### src/rtl/instr_fetch_if.sv
// Instruction-memory request/acknowledge bus between the fetch stage and instruction memory.
// The fetch stage is the master and drives the request and its address.
interface instr_fetch_if;
    logic        IMem_Req;
    logic [31:0] IMem_Addr;
    logic        IMem_Ack;
    logic [31:0] IMem_Data;

    modport master (
        output IMem_Req,
        output IMem_Addr,
        input  IMem_Ack,
        input  IMem_Data
    );

    modport slave (
        input  IMem_Req,
        input  IMem_Addr,
        output IMem_Ack,
        output IMem_Data
    );
endinterface

### src/rtl/instr_fetch.sv
// MIPS instruction fetch stage: holds the PC, fetches words over a req/ack bus, and feeds ID.
// Supports redirect (squash), freeze with a one-word hold buffer, and arbitrary memory latency.
module instr_fetch #(
    parameter logic [31:0] RESET_PC = 32'h0040_0000
) (
    input  logic          CLK,
    input  logic          RESET,
    input  logic [31:0]   Alt_PC_IN,
    input  logic          Request_Alt_PC_IN,
    input  logic          Freeze_IN,
    instr_fetch_if.master imem,
    output logic [31:0]   Instr1_OUT,
    output logic [31:0]   Instr_PC_OUT,
    output logic [31:0]   Instr_PC_Plus4_OUT,
    output logic          Instr_Valid_OUT
);

    typedef enum logic [1:0] {StReq, StFull, StSquash} state_e;

    state_e      state_q, state_d;
    logic [31:0] pc_q, pc_d;
    logic [31:0] fetch_addr_q, fetch_addr_d;
    logic [31:0] buf_data_q, buf_data_d;
    logic [31:0] buf_pc_q, buf_pc_d;
    logic [31:0] instr_q, instr_d;
    logic [31:0] instr_pc_q, instr_pc_d;
    logic [31:0] instr_pc4_q, instr_pc4_d;
    logic        valid_q, valid_d;

    logic        deliver;
    logic [31:0] dlv_data;
    logic [31:0] dlv_pc;

    assign imem.IMem_Req  = ((state_q == StReq) || (state_q == StSquash)) && !RESET;
    assign imem.IMem_Addr = fetch_addr_q;

    always_comb begin
        state_d      = state_q;
        pc_d         = pc_q;
        fetch_addr_d = fetch_addr_q;
        buf_data_d   = buf_data_q;
        buf_pc_d     = buf_pc_q;
        deliver      = 1'b0;
        dlv_data     = 32'h0;
        dlv_pc       = 32'h0;

        case (state_q)
            StReq: begin
                if (Request_Alt_PC_IN) begin
                    pc_d = Alt_PC_IN;
                    if (imem.IMem_Ack) begin
                        fetch_addr_d = Alt_PC_IN;
                    end else begin
                        state_d = StSquash;
                    end
                end else if (imem.IMem_Ack) begin
                    pc_d = fetch_addr_q + 32'd4;
                    if (!Freeze_IN) begin
                        deliver      = 1'b1;
                        dlv_data     = imem.IMem_Data;
                        dlv_pc       = fetch_addr_q;
                        fetch_addr_d = fetch_addr_q + 32'd4;
                    end else begin
                        buf_data_d = imem.IMem_Data;
                        buf_pc_d   = fetch_addr_q;
                        state_d    = StFull;
                    end
                end
            end
            StFull: begin
                if (Request_Alt_PC_IN) begin
                    pc_d         = Alt_PC_IN;
                    fetch_addr_d = Alt_PC_IN;
                    state_d      = StReq;
                end else if (!Freeze_IN) begin
                    deliver      = 1'b1;
                    dlv_data     = buf_data_q;
                    dlv_pc       = buf_pc_q;
                    fetch_addr_d = pc_q;
                    state_d      = StReq;
                end
            end
            StSquash: begin
                if (Request_Alt_PC_IN) begin
                    pc_d = Alt_PC_IN;
                end
                // Stale word retires; resume at the latest redirect target.
                if (imem.IMem_Ack) begin
                    fetch_addr_d = pc_d;
                    state_d      = StReq;
                end
            end
            default: state_d = StReq;
        endcase
    end

    always_comb begin
        instr_d     = instr_q;
        instr_pc_d  = instr_pc_q;
        instr_pc4_d = instr_pc4_q;
        valid_d     = valid_q;
        if (deliver) begin
            instr_d     = dlv_data;
            instr_pc_d  = dlv_pc;
            instr_pc4_d = dlv_pc + 32'd4;
            valid_d     = 1'b1;
        end else if (!Freeze_IN) begin
            instr_d = 32'h0;
            valid_d = 1'b0;
        end
    end

    always_ff @(posedge CLK or posedge RESET) begin
        if (RESET) begin
            state_q      <= StReq;
            pc_q         <= RESET_PC;
            fetch_addr_q <= RESET_PC;
            buf_data_q   <= 32'h0;
            buf_pc_q     <= 32'h0;
            instr_q      <= 32'h0;
            instr_pc_q   <= 32'h0;
            instr_pc4_q  <= 32'h0;
            valid_q      <= 1'b0;
        end else begin
            state_q      <= state_d;
            pc_q         <= pc_d;
            fetch_addr_q <= fetch_addr_d;
            buf_data_q   <= buf_data_d;
            buf_pc_q     <= buf_pc_d;
            instr_q      <= instr_d;
            instr_pc_q   <= instr_pc_d;
            instr_pc4_q  <= instr_pc4_d;
            valid_q      <= valid_d;
        end
    end

    assign Instr1_OUT         = instr_q;
    assign Instr_PC_OUT       = instr_pc_q;
    assign Instr_PC_Plus4_OUT = instr_pc4_q;
    assign Instr_Valid_OUT    = valid_q;

endmodule

### src/flat_wrapper.sv
// flat-port wrapper written by rule: the top's interface ports become plain ports
module instr_fetch_flat 
#(
    parameter logic [31:0] RESET_PC = 32'h0040_0000
)
  (CLK, RESET, Alt_PC_IN, Request_Alt_PC_IN, Freeze_IN, Instr1_OUT, Instr_PC_OUT, Instr_PC_Plus4_OUT, Instr_Valid_OUT, imem_IMem_Req, imem_IMem_Addr, imem_IMem_Ack, imem_IMem_Data);
  instr_fetch_if imem_i ();
  input  logic CLK;
  input  logic RESET;
  input  logic [31:0] Alt_PC_IN;
  input  logic Request_Alt_PC_IN;
  input  logic Freeze_IN;
  output logic [31:0] Instr1_OUT;
  output logic [31:0] Instr_PC_OUT;
  output logic [31:0] Instr_PC_Plus4_OUT;
  output logic Instr_Valid_OUT;
  output wire logic [$bits(imem_i.IMem_Req)-1:0] imem_IMem_Req;
  output wire logic [$bits(imem_i.IMem_Addr)-1:0] imem_IMem_Addr;
  input wire logic [$bits(imem_i.IMem_Ack)-1:0] imem_IMem_Ack;
  input wire logic [$bits(imem_i.IMem_Data)-1:0] imem_IMem_Data;
  assign imem_IMem_Req = imem_i.IMem_Req;
  assign imem_IMem_Addr = imem_i.IMem_Addr;
  assign imem_i.IMem_Ack = imem_IMem_Ack;
  assign imem_i.IMem_Data = imem_IMem_Data;
  instr_fetch #(.RESET_PC(RESET_PC)) u_core (.CLK(CLK), .RESET(RESET), .Alt_PC_IN(Alt_PC_IN), .Request_Alt_PC_IN(Request_Alt_PC_IN), .Freeze_IN(Freeze_IN), .imem(imem_i), .Instr1_OUT(Instr1_OUT), .Instr_PC_OUT(Instr_PC_OUT), .Instr_PC_Plus4_OUT(Instr_PC_Plus4_OUT), .Instr_Valid_OUT(Instr_Valid_OUT));
endmodule
### config.mk
export PLATFORM = sky130hd
export DESIGN_NAME = instr_fetch_flat
export DESIGN_NICKNAME = d
export VERILOG_FILES = /design/src/rtl/instr_fetch_if.sv /design/src/rtl/instr_fetch.sv /design/src/flat_wrapper.sv
export SDC_FILE = /design/constraint.sdc
export NUM_CORES = 1
export LEC_CHECK = 0
export ABC_AREA = 0
export CAP_MARGIN = 20
export CORE_ASPECT_RATIO = 0.7
export CORE_UTILIZATION = 30
export CTS_CLUSTER_DIAMETER = 30
export DETAILED_ROUTE_END_ITERATION = 10
export GPL_ROUTABILITY_DRIVEN = 0
export SYNTH_ARGS = -nofsm -noshare
export SYNTH_HDL_FRONTEND = slang
export SYNTH_SLANG_ARGS = --single-unit
### constraint.sdc
create_clock -name CLK -period 7.3 [get_ports CLK]
set_input_delay 1.46 -clock CLK [delete_from_list [all_inputs] [get_ports CLK]]
set_output_delay 1.46 -clock CLK [all_outputs]
set_load 0.01 [all_outputs]
Yosys cells after proc, flatten, opt, wreduce, memory -nomap -nowiden
Cells that the tools add are included.
W data, S select, Z words.

operators by class
  shifts and indexed selects = 0
  bitwise gates (word level) = 1
  reductions and logical operators = 11
  $add $sub $neg = 2
  order comparisons = 0
  mux-type cells = 41
  eq/ne operators = 10
  $mul = 0
  div/mod/pow operators = 0

operator list
  kind                     count
  $mux W32                 22
  $pmux W32 S2             3
  $pmux W32 S3             1
  $add A32 B3 Y32 const B  2
  $ne A3 B3 Y1 const B     5
  $mux W2                  7
  $reduce_and A5 Y1        2
  $mux W1                  6
  $pmux W2 S3              1
  $ne A2 B2 Y1 const B     2
  $reduce_and A4 Y1        1
  $reduce_bool A3 Y1       1
  $eq A2 B1 Y1 const B     1
  $eq A2 B2 Y1 const B     1
  $logic_not A2 Y1         1
  $ne A2 B1 Y1 const B     1
  $pmux W1 S2              1
  $reduce_and A2 Y1        1
  $reduce_bool A2 Y1       1
  $reduce_or A2 Y1         1
  $logic_and A1 B1 Y1      1
  $logic_not A1 Y1         1
  $logic_or A1 B1 Y1       1
  $not A1 Y1               1

word-level totals
  RAM bits = 0
  memory bits (read-only) = 0
  bits in latches = 0
  memories = 0
  bits of input ports = 69
  flip-flop bits (word level) = 227
  output and inout bits = 130
  logic and storage cells = 74

Depth between registers and ports, before layout
Gate-level depths: netlist of run 1.

  word-level depth = 5
  mapped depth = 14
  mapped depth without buffers = 13

Worst setup path after synthesis of run 1
No wires, ideal clock.

  kind = input-to-reg
  from = in imem_IMem_Ack
  to = reg u_core.instr_pc4_q[28], in the netlist u_core.Instr_PC_Plus4_OUT[28]
  library setup time = 127 ps
  data required time = 7173 ps
  stages on the path = 13
  arrival = 3555 ps
  slack = 3618 ps
  cells stage by stage = buf_4 -> and4bb_2 -> buf_6 -> a22oi_1 -> inv_1 -> ha_1 -> and2_1 -> a32o_1 -> nor4b_4 -> nand4_1 -> nor2_1 -> a211oi_1 -> nor3b_1

between the ends
  longest elaborated chain between the ends = 4

ends and longest elaborated chain
  element                     RTL line            text
  start: declaration          flat_wrapper.sv:19  input wire logic [$bits(imem_i.IMem_Ack)-1:0] imem_IMem_Ack;
  $mux W32                    instr_fetch.sv:56   end else if (imem.IMem_Ack) begin
  $mux W32                    instr_fetch.sv:49   if (Request_Alt_PC_IN) begin
  $pmux W32 S2                instr_fetch.sv:47   case (state_q)
  named net u_core.dlv_pc[2]  instr_fetch.sv:32   logic [31:0] dlv_pc;
  $add A32 B3 Y32             instr_fetch.sv:105  instr_pc4_d = dlv_pc + 32'd4;
  end signal: assignment      instr_fetch.sv:132  instr_pc4_q <= instr_pc4_d;
  end: declaration            instr_fetch.sv:27   logic [31:0] instr_pc4_q, instr_pc4_d;

The timed path passes the listed nets, and every way through them passes these cells.
A chain may end at the register's enable or synchronous reset.

Final worst setup path of run 1
  from = in Freeze_IN
  to = reg u_core.instr_pc4_q[28], in the netlist u_core.Instr_PC_Plus4_OUT[28]

between the ends
  longest elaborated chain between the ends = 5

ends and longest elaborated chain
  element             RTL line            text
  start: declaration  flat_wrapper.sv:12  input logic Freeze_IN;
  $mux W32            instr_fetch.sv:58   if (!Freeze_IN) begin
  $mux W32            instr_fetch.sv:56
  $mux W32            instr_fetch.sv:49
  $pmux W32 S2        instr_fetch.sv:47
  $add A32 B3 Y32     instr_fetch.sv:105

Parallel ways exist; a longest one is shown, timed or not.

==> results of run 1 <==
## worst max-delay path, delay by kind of cell
family	cells	cell delay, ns
AO/OA/AOI/OAI	2	0.52
buffers and inverters	3	1.05
AND/OR/NAND/NOR	5	1.94
## power groups by stage
stage / clock (mW) / combinational (mW) / sequential [mW]
5_1_grt: 2.11 / 2.56 / 2.42
6_report: 2.00 / 2.31 / 2.35
3_3_place_gp: 0 / 2.28 / 2.35
4_1_cts: 2.05 / 2.34 / 2.34
3_5_place_dp: 0 / 2.33 / 2.35
2_1_floorplan: 0 / 1.30 / 2.26
## synth_stat cells (all sizes together), types with 3 or more instances
master    n
and2      4
a21o     16
o22ai     9
a22o     12
ha        5
nor2b     4
nand4     8
and3     11
a22oi    22
and4bb    5
a21boi    3
inv      46
o21ai    61
a221oi    4
a21oi    57
o211ai    3
mux2i    12
and4      4
dfrtp   223
a31oi    14
nand3    25
xnor2    15
nor4      4
nor4bb    4
xor2     14
mux2     59
a222oi   43
buf      39
nor3     15
nor2     79
a211oi   10
nand2   138
o221ai    4
nand2b    3
clkbuf   43
## how the worst max path moves through the flow
stage                        startpoint                             to  slack [ns]  depth (start not counted)
after floorplan                   RESET           u_core.Instr1_OUT[0]        2.90                          1
after global placement    imem_IMem_Ack  u_core.Instr_PC_Plus4_OUT[27]        2.38                          9
after detailed placement  imem_IMem_Ack  u_core.Instr_PC_Plus4_OUT[27]        2.29                          9
after CTS                     Freeze_IN  u_core.Instr_PC_Plus4_OUT[28]        2.83                         10
after global routing          Freeze_IN  u_core.Instr_PC_Plus4_OUT[28]        2.54                         10
final                         Freeze_IN  u_core.Instr_PC_Plus4_OUT[28]        2.73                         10
## logic make-up after synthesis
logic type / count (synthesis) / synth area share
and+or+nand+nor: 312 / 0.142
AOI/OAI and AO/OA: 274 / 0.180
DFF: 225 / 0.527
buffers and inverters: 128 / 0.0493
muxes: 71 / 0.0734
xor gates and xnor gates: 29 / 0.0237
adders and majority gates: 5 / 0.00585
## area by class of cell
cell class	count	area [um^2]	share of cell area
flip-flops and latches	225	5630	0.387
multi-input cells	691	4580	0.315
repair buffers	212	2110	0.145
inverters	46	176	0.0121
clock inverters	25	268	0.0184
well taps	472	591	0.0405
clock buffers	55	1200	0.0826
## sequential cells by signal, indices dropped and copies added (netlist names)
| register | count |
|---|---|
| u_core.Instr1_OUT | 32 |
| u_core.Instr_PC_Plus4_OUT | 32 |
| u_core.buf_data_q | 32 |
| u_core.buf_pc_q | 32 |
| u_core.imem.IMem_Addr | 32 |
| u_core.pc_q | 32 |
| u_core.Instr_PC_OUT | 30 |
| u_core.state_q | 2 |
| u_core.Instr_Valid_OUT | 1 |
## metal layers
layer | track usage | share of wire | vias up
met4 | 0.0467 | 0.020 | 0
li1 | - | - | 4130
met5 | 0 | 0 | -
met2 | 0.266 | 0.44 | 305
met3 | 0.0524 | 0.081 | 44
met1 | 0.252 | 0.45 | 4445
## stage by stage
| step | power, mW | hold WS, ns |
|---|---|---|
| 2_1_floorplan | 3.57 | 0.450 |
| 3_3_place_gp | 4.63 | 0.453 |
| 3_5_place_dp | 4.68 | 0.464 |
| 4_1_cts | 6.73 | 0.471 |
| 5_1_grt | 7.10 | 0.494 |
| 6_report | 6.66 | 0.474 |
## cells in the final DEF, fill, tap and decap left out, types with 5 or more instances in the layout
master / count
a222oi_1: 43
nand2_1: 135
clkdlybuf4s50_1: 196
buf_4: 11
a21o_1: 16
a31oi_1: 14
nand3_1: 24
and3_1: 11
clkinvlp_4: 6
a22oi_1: 18
o21ai_0: 59
clkinv_2: 8
mux2_2: 59
xor2_1: 14
a211oi_1: 7
xnor2_1: 15
ha_1: 5
dfrtp_1: 223
clkbuf_1: 6
inv_1: 45
o22ai_1: 8
clkbuf_16: 45
a21oi_1: 57
nor2_1: 78
a22o_1: 12
nor3_1: 12
nand4_1: 7
mux2i_1: 12
==> impl_metrics.ini, run 1 <==
[clocking]
clockBufferDepth = 3
path_clk_slew_ns = 0.05
htree_num_levels = 2
cts_tree = yes
cts_buffers = 45
cts_setup_buffers = 0
cts.sinks = 225
ctsHoldBuffers = 0
cts-root-buf = clkbuf_16
cts_repair_resize_count = 0
insertion_delay_ns = 0.54

[timing]
setup_viol = 0
min_period_ns = 4.57
slew_violations = 0
tightest_slew_ns = 1.07
fin_skew_ns = 0.0233
fin_ws_ns = 2.73
hold_viol = 0
finalCritPeriodShare = 0.627
rsz0062_at_grt = no
fmax_mhz = 219
slew_headroom = 0.286
fin_tns_setup_ns = 0

[placement]
port_buffers = 198
place_inst = 1645
placement.cell_area_um2 = 13100
pre_cts_slack_ns = 2.29
hpwl_mm = 21.8

[power]
switching_share = 0.358
power_frac_seq = 0.352
power.internal_mw = 4.27
p_sw_mw = 2.38
combinationalPowerShare = 0.347
power.density_nw_per_um2 = 457
pwr-share-clk = 0.300
power_leakage_nw = 6.44
ir_worst_vdd_uv = 184

[synthesis]
synth_edf_count = 0
ys_async_sr_fraction = 1.00
synth_top_area_share = 0.522
avgSynthCellArea_um2 = 10.2
yosysUniqueCellTypes = 68
ys_warn_count = 0
yosys.area.top_type = dfrtp_1
ys_ff_latch = 225
synth_area_um2 = 10700
postSynthCellCount = 1044
synthFlopType = dfrtp_1
synth_fp_nets = 1118
ys_top_cells_by_area = dfrtp_1 (52%), mux2_2 (6.2%), nand2_1 (4.7%)
yosysSeqAreaShare = 0.527

[global_route]
grt_pass1_vias = 8654
antenna_found_initial = 0
grt_max_degree = 137
grt_pass1_wl_mm = 50.7
track_usage = 0.179
grt_overflow = 0

[setup_path]
worstSetupPathType = input pin to register
critPathArrivalTime_ns = 5.02
reg2reg_depth = 10
cp_slowest_cell = buf_4
rr_startpoint = u_core.state_q[1]
crit_chain = buf_2, buf_4, nor3b_4, buf_4, a22oi_1, nor4_4, nand4_1, nor2_1, a211oi_1, nor3b_1
path_max_fanout = 58
critPathMostFrequentCell = buf_4
r2r-end = u_core.Instr_PC_Plus4_OUT[28]
end_kind = register
cp-start-kind = input pin
cpPeakStageDelay_ns = 0.65
rrSetupSlack_ns = 3.05
crit_required_ns = 7.74

[hold_path]
hold_path_class = register to register
hold_end = u_core.Instr1_OUT[30]
hold-path-cell-count = 2
hold_start = u_core.buf_data_q[30]

[layout]
stdcell_count = 1726
fin_util = 0.418
final_area_um2 = 14600
fillCellCount = 3336
drive_gt1_frac = 0.146
antenna_cells = 0
syn2layout_area_growth_pct = 36.2
final_nets = 1295

[die]
io_pins = 199
initial_utilization = 0.307
coreArea_um2 = 34900
die_x_um = 228
fp-row-count = 57
die_area_um2 = 36400
die_h_um = 160

[detailed_routing]
drt_iter0_drc = 964
wl_per_cell_um = 18.8
vias = 8924
drc = 0
drt_wl_total_mm = 32.4
drt_first_pass_iters = 6
ant_nets = 0
viasPerCell = 5.17

[run]
max-cap-violations = 0

[outcome]
outcome = finished, final reports clean
No activity file was read; power rests on OpenSTA's default activity.
==> run 2: changes to the inputs <==
==> constraint.sdc (replaced) <==
create_clock -name CLK -period 3.7 [get_ports CLK]
set_input_delay 0.74 -clock CLK [delete_from_list [all_inputs] [get_ports CLK]]
set_output_delay 0.74 -clock CLK [all_outputs]
set_load 0.01 [all_outputs]
==> run 2 against run 1 <==
  * Clock power up 140%
  * Core utilization up 1.9 points
  * Flip-flop and latch count unchanged
  * Worst setup slack worse by 2.3 ns
  * Worst hold slack worse by 0.00090 ns
  * Non-clock buffer count up 32
  * Sequential power up 95%
  * First-iteration DRC count down 20%
  * Critical path depth up 2
  * Global-route usage up 0.56 points
  * Critical path type unchanged
==> impl_metrics.ini, run 2 (synthesized netlist as in run 1, its figures left out) <==
[outcome]
outcome = finished, final reports clean

[setup_path]
end_kind = register
crit_chain = clkdlybuf4s50_1, and4bb_4, a22oi_1, inv_1, ha_1, and2_1, a32o_1, nor4b_4, nand4_1, nor2_1, a211oi_1, nor3b_1
reg2reg_depth = 13
cp-start-kind = input pin
path_max_fanout = 6
critPathArrivalTime_ns = 3.70
crit_cells = 12
cpPeakStageDelay_ns = 0.55
cp_slowest_cell = clkdlybuf4s50_1
crit_family = simple AND/OR/NAND/NOR gates
crit_required_ns = 4.16
path_buf_inv = 2
worstSetupPathType = input pin to register

[detailed_routing]
wl_per_cell_um = 18.8
viasPerCell = 5.13
vias = 9068
drt_iter0_drc = 771
drc = 0
ant_nets = 0
drt_first_pass_iters = 8
drt_wl_total_mm = 33.1

[die]
die_x_um = 228
die_h_um = 160
io_pins = 199
die_area_um2 = 36400
fp-row-count = 57
initial_utilization = 0.307
coreArea_um2 = 34900

[clocking]
cts_setup_buffers = 0
path_clk_slew_ns = 0.05
ctsHoldBuffers = 0
cts.sinks = 225
cts-root-buf = clkbuf_16
cts_repair_resize_count = 0
insertion_delay_ns = 0.56
htree_num_levels = 2
cts_tree = yes
cts_buffers = 48
clockBufferDepth = 3

[global_route]
use_met2 = 0.269
gr-max-usage-layer = met2
met3_usage = 0.0510
grt_pass1_wl_mm = 52.2
antenna_found_initial = 0
track_usage = 0.184
use_met1 = 0.262
grt_overflow = 0
grt_max_degree = 79
grt_pass1_vias = 8974

[timing]
holdWs_ns = 0.473
fin_skew_ns = 0.0225
min_period_ns = 3.24
slew_headroom = 0.452
slew_violations = 0
fmax_mhz = 308
tightest_slew_ns = 0.821
finalCritPeriodShare = 0.876
rsz0062_at_grt = no
setup_viol = 0
fin_tns_setup_ns = 0
hold_viol = 0

[layout]
syn2layout_area_growth_pct = 42.4
drive_gt1_frac = 0.175
antenna_cells = 0
final_nets = 1330
layout_commonest_cell = dfrtp_1
layout_common_cells = dfrtp_1 (223), clkdlybuf4s50_1 (196), nand2_1 (135)

[power]
ir_worst_vdd_uv = 429
power.density_nw_per_um2 = 933
power_leakage_nw = 6.79

[run]
max-cap-violations = 0

[placement]
port_buffers = 198
hpwl_mm = 22.9

[hold_path]
hold-path-cell-count = 2
hold_path_class = register to register
==> run 2: per-layer routing <==
metal / vias to the layer above / wire length, um
met1: 4500 / 15300
met5: - / 0
met2: 298 / 14400
li1: 4215 / -
met4: 0 / 842
met3: 55 / 2650
==> run 2: cell type report <==
type / count / area [um^2]
Tap cell: 472 / 591
Clock inverter: 26 / 455
Timing Repair Buffer: 244 / 2400
Sequential cell: 225 / 5630
Inverter: 46 / 176
Fill cell: 3256 / 19600
Clock buffer: 62 / 1390
Multi-Input combinational cell: 691 / 4580
==> run 2: worst paths after layout <==
path | slack [ns] | to | from
max in group asynchronous | 2.11 | u_core.buf_data_q[29] | RESET
max | 0.46 | u_core.Instr_PC_Plus4_OUT[28] | imem_IMem_Ack
min | 0.47 | u_core.Instr_PC_OUT[9] | u_core.Instr_PC_OUT[9]
min reg2reg | 0.47 | u_core.Instr_PC_OUT[9] | u_core.Instr_PC_OUT[9]
min in group asynchronous | 0.72 | u_core.imem.IMem_Addr[19] | RESET
max reg2reg | 0.50 | u_core.Instr_PC_Plus4_OUT[28] | u_core.state_q[1]
==> run 2: worst register-to-register path: stages (launching register included) <==
cell and delay [ns]:
dfrtp_1 0.37, inv_1 0.12, ha_1 0.18, nor3b_4 0.34, a22oi_1 0.14, inv_1 0.11
ha_1 0.19, and2_1 0.14, a32o_1 0.19, nor4b_4 0.43, nand4_1 0.23, nor2_1 0.33
a211oi_1 0.13, nor3b_1 0.20
==> run 2: power by group <==
group / internal, mW / switching [mW] / total, mW
Clock: 3.40 / 1.45 / 4.85
Sequential: 3.59 / 0.996 / 4.59
Combinational: 2.37 / 2.40 / 4.77
==> run 2: through the flow <==
stage	util	instance area [um^2]	cells	power, mW	setup slack (ns)
3_3_place_gp	0.383	13400	1676	9.24	0.0991
3_5_place_dp	0.383	13400	1677	9.37	0.00437
4_1_cts	0.436	15200	1765	14.3	0.597
2_1_floorplan	-	10700	1044	7.04	0.0236
6_report	0.437	15200	1766	14.2	0.458
5_1_grt	0.437	15200	1766	15.1	0.241
